--- src/rtl/soqpsk_pkg.sv ---
// Shared SOQPSK-MIL definitions: ternary symbol encoding, PN15 constants
// and the 8-point phase-to-I/Q lookup.
package soqpsk_pkg;

  typedef logic [1:0] alpha_t;
  localparam alpha_t ALPHA_POS  = 2'b01;
  localparam alpha_t ALPHA_ZERO = 2'b00;
  localparam alpha_t ALPHA_NEG  = 2'b11;

  // x^15 + x^14 + 1: feedback from the two oldest register bits
  localparam int          PN_MSB   = 14;
  localparam int          PN_TAP   = 13;
  localparam logic [14:0] PN_SEED  = 15'h7FFF;

  typedef struct packed {
    logic signed [17:0] i;
    logic signed [17:0] q;
  } iq_t;

  // Phase in units of pi/4; a = axis magnitude, d = diagonal magnitude
  function automatic iq_t phase_lut(input logic [2:0] phase,
                                    input logic signed [17:0] a,
                                    input logic signed [17:0] d);
    iq_t r;
    case (phase)
      3'd0:    begin r.i = a;       r.q = 18'sd0;  end
      3'd1:    begin r.i = d;       r.q = d;       end
      3'd2:    begin r.i = 18'sd0;  r.q = a;       end
      3'd3:    begin r.i = -d;      r.q = d;       end
      3'd4:    begin r.i = -a;      r.q = 18'sd0;  end
      3'd5:    begin r.i = -d;      r.q = -d;      end
      3'd6:    begin r.i = 18'sd0;  r.q = -a;      end
      3'd7:    begin r.i = d;       r.q = -d;      end
      default: begin r.i = a;       r.q = 18'sd0;  end
    endcase
    return r;
  endfunction

endpackage

--- src/rtl/soqpsk_precoder.sv ---
// IRIG-106 SOQPSK ternary precoder: one bit in per strobe, registered
// ternary symbol and its reference bit out.
module soqpsk_precoder
  import soqpsk_pkg::*;
(
  input  logic   clk,
  input  logic   reset,
  input  logic   strobe,
  input  logic   data_bit,
  output alpha_t alpha,
  output logic   ref_bit
);

  logic   hist1;
  logic   hist2;
  logic   parity;
  alpha_t alpha_next;

  // Bits stand for a = +1 (1) / -1 (0); the symbol is negative when an odd
  // number of the factors (-1)^(k+1), a_{k-1}, (a_k - a_{k-2}) are negative.
  always_comb begin
    alpha_next = ALPHA_ZERO;
    if (data_bit != hist2) begin
      if ((~parity) ^ (~hist1) ^ (~data_bit)) begin
        alpha_next = ALPHA_NEG;
      end else begin
        alpha_next = ALPHA_POS;
      end
    end else begin
      alpha_next = ALPHA_ZERO;
    end
  end

  // Symbol register, a-history and even/odd parity
  always_ff @(posedge clk or posedge reset) begin
    if (reset) begin
      hist1   <= 1'b1;
      hist2   <= 1'b1;
      parity  <= 1'b0;
      alpha   <= ALPHA_ZERO;
      ref_bit <= 1'b0;
    end else if (strobe) begin
      alpha   <= alpha_next;
      ref_bit <= data_bit;
      hist2   <= hist1;
      hist1   <= data_bit;
      parity  <= ~parity;
    end
  end

endmodule

--- src/rtl/soqpsk_mod.sv ---
// SOQPSK-MIL baseband modulator: bit source, ternary precoder, phase
// integrator at 2 samples/bit and registered I/Q with demodulator strobes.
module soqpsk_mod
  import soqpsk_pkg::*;
#(
  parameter int CLKS_PER_SYM = 9,
  parameter int AMP          = 65536,
  parameter int AMP_D        = 46341
) (
  input  logic               clk,
  input  logic               reset,
  input  logic               en,
  input  logic               srcSel,
  input  logic               dataIn,
  output logic               bitReq,
  output logic               symEn,
  output logic               sym2xEn,
  output logic signed [17:0] iOut,
  output logic signed [17:0] qOut,
  output logic [1:0]         alpha,
  output logic               refBit
);

  localparam int                 CNT_W    = $clog2(CLKS_PER_SYM);
  localparam int                 HALF     = CLKS_PER_SYM / 2;
  localparam logic [CNT_W-1:0]   CNT_LAST = CNT_W'(CLKS_PER_SYM - 1);
  localparam logic [CNT_W-1:0]   CNT_HALF = CNT_W'(HALF);
  localparam logic signed [17:0] AMP_S    = 18'(AMP);
  localparam logic signed [17:0] AMP_D_S  = 18'(AMP_D);

  logic [CNT_W-1:0] cnt;
  logic [14:0]      pn;
  logic             t0;
  logic             half_tick;
  logic             cur_bit;
  logic             upd;
  logic             upd_first;
  logic             smp;
  logic             smp_first;
  logic [2:0]       phase;
  iq_t              iq;

  // Reset gates the tick so bitReq stays low while reset is held
  assign t0        = en & ~reset & (cnt == '0);
  assign half_tick = t0 | (en & ~reset & (cnt == CNT_HALF));
  assign cur_bit   = srcSel ? pn[PN_MSB] : dataIn;
  assign bitReq    = t0;
  assign iq        = phase_lut(phase, AMP_S, AMP_D_S);

  soqpsk_precoder u_precoder (
    .clk      (clk),
    .reset    (reset),
    .strobe   (t0),
    .data_bit (cur_bit),
    .alpha    (alpha),
    .ref_bit  (refBit)
  );

  // PN15 source, advanced once per bit whether or not it is selected
  always_ff @(posedge clk or posedge reset) begin
    if (reset) begin
      pn <= PN_SEED;
    end else if (t0) begin
      pn <= {pn[13:0], pn[PN_MSB] ^ pn[PN_TAP]};
    end
  end

  // Bit counter and the two-stage half-tick pipeline: phase update, then I/Q
  always_ff @(posedge clk or posedge reset) begin
    if (reset) begin
      cnt       <= '0;
      upd       <= 1'b0;
      upd_first <= 1'b0;
      smp       <= 1'b0;
      smp_first <= 1'b0;
      phase     <= 3'd0;
      symEn     <= 1'b0;
      sym2xEn   <= 1'b0;
      iOut      <= 18'sd0;
      qOut      <= 18'sd0;
    end else if (en) begin
      cnt       <= (cnt == CNT_LAST) ? '0 : cnt + CNT_W'(1);
      upd       <= half_tick;
      upd_first <= t0;
      if (upd) begin
        phase <= phase + {alpha[1], alpha};
      end
      smp       <= upd;
      smp_first <= upd_first;
      sym2xEn   <= smp;
      symEn     <= smp & smp_first;
      if (smp) begin
        iOut <= iq.i;
        qOut <= iq.q;
      end
    end else begin
      symEn   <= 1'b0;
      sym2xEn <= 1'b0;
    end
  end

endmodule

--- config.mk ---
export PLATFORM = sky130hd
export DESIGN_NAME = soqpsk_mod
export DESIGN_NICKNAME = d
export VERILOG_FILES = /design/src/rtl/soqpsk_pkg.sv /design/src/rtl/soqpsk_precoder.sv /design/src/rtl/soqpsk_mod.sv
export SDC_FILE = /design/constraint.sdc
export NUM_CORES = 1
export LEC_CHECK = 0
export BUFFER_PORTS_ARGS = -buffer_cell sky130_fd_sc_hd__buf_2
export CORE_ASPECT_RATIO = 1.75
export CORE_MARGIN = 2
export CORE_UTILIZATION = 53
export CTS_CLUSTER_DIAMETER = 200
export DETAILED_ROUTE_END_ITERATION = 12
export PLACE_DENSITY = 0.84
export SYNTH_ARGS = -nofsm -noshare
export SYNTH_HDL_FRONTEND = slang
export SYNTH_SLANG_ARGS = --single-unit
--- constraint.sdc ---
create_clock -name clk -period 1.9 [get_ports clk]
set_input_delay 0.285 -clock clk [delete_from_list [all_inputs] [get_ports clk]]
set_output_delay 0.285 -clock clk [all_outputs]
set_load 0.01 [all_outputs]
# ---- After elaboration in Yosys (flattened, before gate mapping)
# Memories as Yosys holds them, arrays and structs flattened. A register that Yosys moved wholly into a read port is not among the register bits.
# Index checks and enable logic that the tools add are counted.
dict set report totals {
  reg_bits 34
  latch_bits 0
  ram_bits 0
  romBits 288
  input_bits 5
  n_memories 1
}
# name words width read_ports rd_ports_with_merged_regs wr line_no
set memory_table {}
lappend memory_table {{(name not given)} 8 36 1 1 0 soqpsk_pkg.sv:25} ;# case (phase)
dict set report op_classes {
  n_addsub 2
  n_mul 0
  div_mod_pow 0
  magnitude_cmp 0
  n_eq_ne 3
  n_shift 0
  n_mux 6
  n_bitwise 12
  reduce_logical 3
}
# op n
set op_table {}
lappend op_table {{$add A4 B1 Y4 const B} 1}
lappend op_table {{$and A1 B1 Y1} 4}
lappend op_table {{$eq A4 B3 Y1 const B} 1}
lappend op_table {{$eq A4 B4 Y1 const B} 1}
lappend op_table {{$logic_not A4 Y1} 1}
lappend op_table {{$mux W2} 2}
lappend op_table {{$mux W4} 1}
lappend op_table {{$not A1 Y1} 4}
lappend op_table {{$reduce_and A2 Y1} 2}
lappend op_table {{$add A3 B3 Y3} 1}
lappend op_table {{$mux W1} 3}
lappend op_table {{$xor A1 B1 Y1} 3}
lappend op_table {{$ne A1 B1 Y1} 1}
lappend op_table {{$or A1 B1 Y1} 1}

# ---- Depth between registers and ports, before layout
dict set report logic_depth {
  depth_word 5
  ltp_mapped 6
}

# ---- Cells and area by module
# Synthesis repeated with hierarchy kept, for this count alone.
dict set report unflattened {
  hier_cells 182
  hier_area_um2 2124.5
}
# module n_inst cells_per_inst area_per_inst_um2
set modules_own_cells {}
lappend modules_own_cells {soqpsk_mod 1 158 1858.0}
lappend modules_own_cells {soqpsk_precoder 1 24 266.5}

# ---- Worst setup path before layout
# OpenSTA, ideal clock, no wires.
dict set report synth_path {
  path_kind {reg-to-reg}
  start {register cnt[0]}
  end {register u_precoder.alpha[0]}
  setup_ns 0.125
  t_arrival_ns 1.514
  required_ns 1.775
  setup_slack_ns 0.262
  path_stages_with_launch 7
  path_cell_list {dfrtp_1 -> inv_1 -> ha_1 -> nor3b_4 -> nand2_4 -> inv_2 -> mux2_2}
}
dict set report synth_between {
  elab_chain_len 2
}
# item line_no
set synth_rtl {}
lappend synth_rtl {{from (decl)} soqpsk_mod.sv:31} ;# logic [CNT_W-1:0] cnt;
lappend synth_rtl {{from (signal assigned)} soqpsk_mod.sv:82} ;# cnt <= (cnt == CNT_LAST) ? '0 : cnt + CNT_W'(1);
lappend synth_rtl {{$logic_not A4 Y1} soqpsk_mod.sv:44} ;# assign t0 = en & ~reset & (cnt == '0);
lappend synth_rtl {{$and A1 B1 Y1} soqpsk_mod.sv:44}
lappend synth_rtl {{named net bitReq} soqpsk_mod.sv:15} ;# output logic bitReq,
lappend synth_rtl {{to (signal assigned)} soqpsk_precoder.sv:43} ;# alpha <= alpha_next;
lappend synth_rtl {{to (decl)} soqpsk_precoder.sv:10} ;# output alpha_t alpha,
# The timed path passes the listed nets, and every way through them passes these cells.
# A chain may end at the register's enable or synchronous reset.

# ---- Worst setup path in the final report
dict set report layout_path {
  start {register cnt[0]}
  end {output port bitReq}
}
dict set report layout_between {
  elab_chain_len 2
}
# item line_no
set layout_rtl {}
lappend layout_rtl {{$logic_not A4 Y1} soqpsk_mod.sv:44}
lappend layout_rtl {{$and A1 B1 Y1} soqpsk_mod.sv:44}
lappend layout_rtl {{to (decl)} soqpsk_mod.sv:15}
# No other way between the ends.

==> metrics.md <==
| Metric | Value |
|---|---|
| # IOs | 47 |
| Net Sw Frac | between 30 and 40% |
| Layout cells sized above 1 | 47.8% |
| Outcome | completed |
| Post-Syn Instances | 179 |
| Sinks on Clock Net | 43 |
| NetSw | approximately 0.0012 W |
| Setup_tns | 0 ns |
| WP data arrival | 1.57 ns |
| Pwr Density | approximately 1400 nW/um2 |
| Syn_nets | ~190 |
| H-tree Lvls | 2 |
| Clock skew | around 0.011 ns |
| Initial core utilization | a little over half |
| CP Capture Type | output port |
| Worst-path fanout max | 8 |
| Area delta synth->final | 10.3% |
| Internal cell power | roughly 0.0022 W |
| Clock Power Share | between 20 and 25% |
| RR Endpoint | u_precoder.alpha[1] |
| Cells on worst reg2reg path | 7 |
| Largest net degree at the start of global routing | 44 |
| Port bufs | between 40 and 50 |
| Antenna Cells | 0 |
| Synth Area per Inst | roughly 12 um2 |
| Logic pwr share | about 36% |
| Vias in the first global route | between 1k and 1.5k |
| Startpoint Class | flip-flop |
| Worst flop-to-flop path startpoint | cnt[0] |
| Yosys top cell area share | slightly above 30% |
| Hold slack | between 0.1 and 0.15 ns |
| Sequential Power Share | roughly 44% |
| Routability cong. | 0.767 |
| Max Freq | around 0.54 GHz |
| Seq/Total Area, Yosys | between 50% and 60% |
| Final ANT Viol Nets | 0 |
| Final hold viol count | 0 |
| Worst-Margin Slew | approximately 0.52 ns |
| Num CTS Buffers | 5 |
| Number of max-cap violations | 0 |
| Dpl hpwl | around 2300 um |
| 1st-pass router iterations | 4 |
| Initial antenna violation count | 0 |
| Global route overflow | 0 |
| Pins over their slew limit | 0 |
| CP Class | flip-flop to output port |
| Fin crit period | between 1.5 and 2 ns |
| Total global-route track usage | between 10% and 20% |
| Yosys warning count | 0 |
| Critical Path RT | between 1.5 and 2 ns |
| Nets | about 220 |
| Clock root cell | clkbuf_8 |
| Overall power | roughly 0.0034 W |
| Vias | approximately 1.3k |
| Die H | between 80 and 90 um |
| Slew HR | 65.2% |
| Distinct cells, synth | 36 |
| Fin crit share | approximately 97% |
| FF+latch count, synth | between 40 and 50 |
| EDFF count, synth | 0 |
| Worst Hold Class | input pin to async pin |
| Final wirelength | approximately 3300 um |
| TritonCTS clock tree | built |
| DR DRC count | 0 |
| First-pass GRT wire length | 5570 um |
| DR WL/cell | about 13 um |
| Core ar. | just under 4000 um2 |
| Placed insts | around 240 |
| Die ar. | between 4000 and 5000 um2 |
| Final setup violation count | 0 |
| Ys async rst share | 100% |
| Largest area contributor in the netlist | dfrtp_1 |
| Worst skew pair latency | 0.29 ns |
| Drt via density | approximately 5.1 |
| Top cells by count, synth | buf_4 (27), dfrtp_1 (26), nand2_1 (18) |
| Count leader, synth | buf_4 |
| Die Width | slightly above 50 um |
| Reg clk slew, reported paths | around 0.080 ns |
| Synth Flop Type | dfrtp_1 |
| Cell Area, Synth | approximately 2100 um2 |
| R2R Setup Slk | roughly 0.19 ns |
| Peak VDD IR | around 840 uV |
| Synth top area cells | dfrtp_1 (31%), dfstp_2 (21%), buf_4 (9.6%) |
| Deepest clock path buffer count | 2 |
| Layout Cells excl Fill | 255 |
| Leakage | between 1 and 1.5 nW |
| Drt initial violations | 20 |
| # rows | 30 |
sequential cells by signal, indices dropped and copies added, names as in the netlist:
register	flops
pn	15
iOut	5
cnt	4
qOut	4
phase	3
u_precoder.alpha	2
smp	1
smp_first	1
sym2xEn	1
symEn	1
u_precoder.hist1	1
u_precoder.hist2	1
u_precoder.parity	1
u_precoder.ref_bit	1
upd	1
upd_first	1
layout make-up:
class,instances,area (um2)
fillers,356,1530
well taps,48,60.1
flip-flops and latches,43,1100
clock inverters,1,30.0
inverters,9,38.8
clock buffers,7,76.3
repair buffers,52,275
multi-input cells,95,763
routing by layer:
metal	track usage (%)	part of all wire, %	vias to the layer above
li1	-	-	622
met4	7.18	1.2	0
met5	0	0	-
met3	4.61	5.8	4
met1	17.2	37	614
met2	30.5	56	50
logic make-up after synthesis:
| logic type | share of synthesized area [%] |
|---|---|
| buffers and inverters | 12.4 |
| AO/OA/AOI/OAI | 6.84 |
| multiplexers | 13.3 |
| adder cells (fa/ha/maj) | 4.48 |
| flip-flops | 51.7 |
| XOR/XNOR | 2.48 |
| AND/OR/NAND/NOR | 8.79 |
critical path, cell delays in order (launching register included):
cell and delay, ns:
dfrtp_1 0.38, inv_1 0.09, ha_2 0.19, nor3b_4 0.26
nand2_4 0.11, inv_6 0.10, buf_2 0.14
cells in the final DEF (no fill, tap or decap), types with 2 or more instances in the layout:
master,count
dfstp_2,17
clkbuf_8,5
mux2_2,13
inv_1,8
ha_1,5
buf_2,46
xnor2_1,5
dfrtp_1,26
nor2_1,2
nand3_1,2
o21ai_0,14
mux2i_1,3
clkbuf_1,2
buf_4,6
nand2_1,18
o21a_1,2
mux2_4,7
a21oi_1,6
per-stage QoR:
stage / cell area [um2] / worst slack [ns] / util (%)
2_1_floorplan: 2120 / 0.262 / -
5_1_grt: 2340 / -0.0225 / 60.6
6_report: 2340 / 0.0486 / 60.6
3_3_place_gp: 2200 / 0.352 / 57.0
3_5_place_dp: 2200 / 0.284 / 57.0
4_1_cts: 2320 / 0.00492 / 59.9
power groups by stage:
stage | Combinational [W] | Clock (W) | Sequential, W
2_1_floorplan | 0.000965 | 0 | 0.00152
3_3_place_gp | 0.00111 | 0 | 0.00151
3_5_place_dp | 0.00116 | 0 | 0.00152
4_1_cts | 0.00117 | 0.000706 | 0.00151
5_1_grt | 0.00136 | 0.000736 | 0.00155
6_report | 0.00120 | 0.000683 | 0.00150
what timing repair did:
item	in CTS	in global routing
setup buffers	0	3
hold buffers	0	0
endpoints found under the setup margin	1	1
gates resized for setup	2	1
worst max-delay path by stage:
stage                 from                   to  cells past startpoint
floorplan           cnt[0]  u_precoder.alpha[0]                      6
global placement    cnt[0]  u_precoder.alpha[0]                      6
detailed placement  cnt[0]  u_precoder.alpha[0]                      6
CTS                 cnt[0]               bitReq                      6
global route        cnt[0]               bitReq                      6
finish              cnt[0]               bitReq                      6
(Power assumes the default switching activity.)
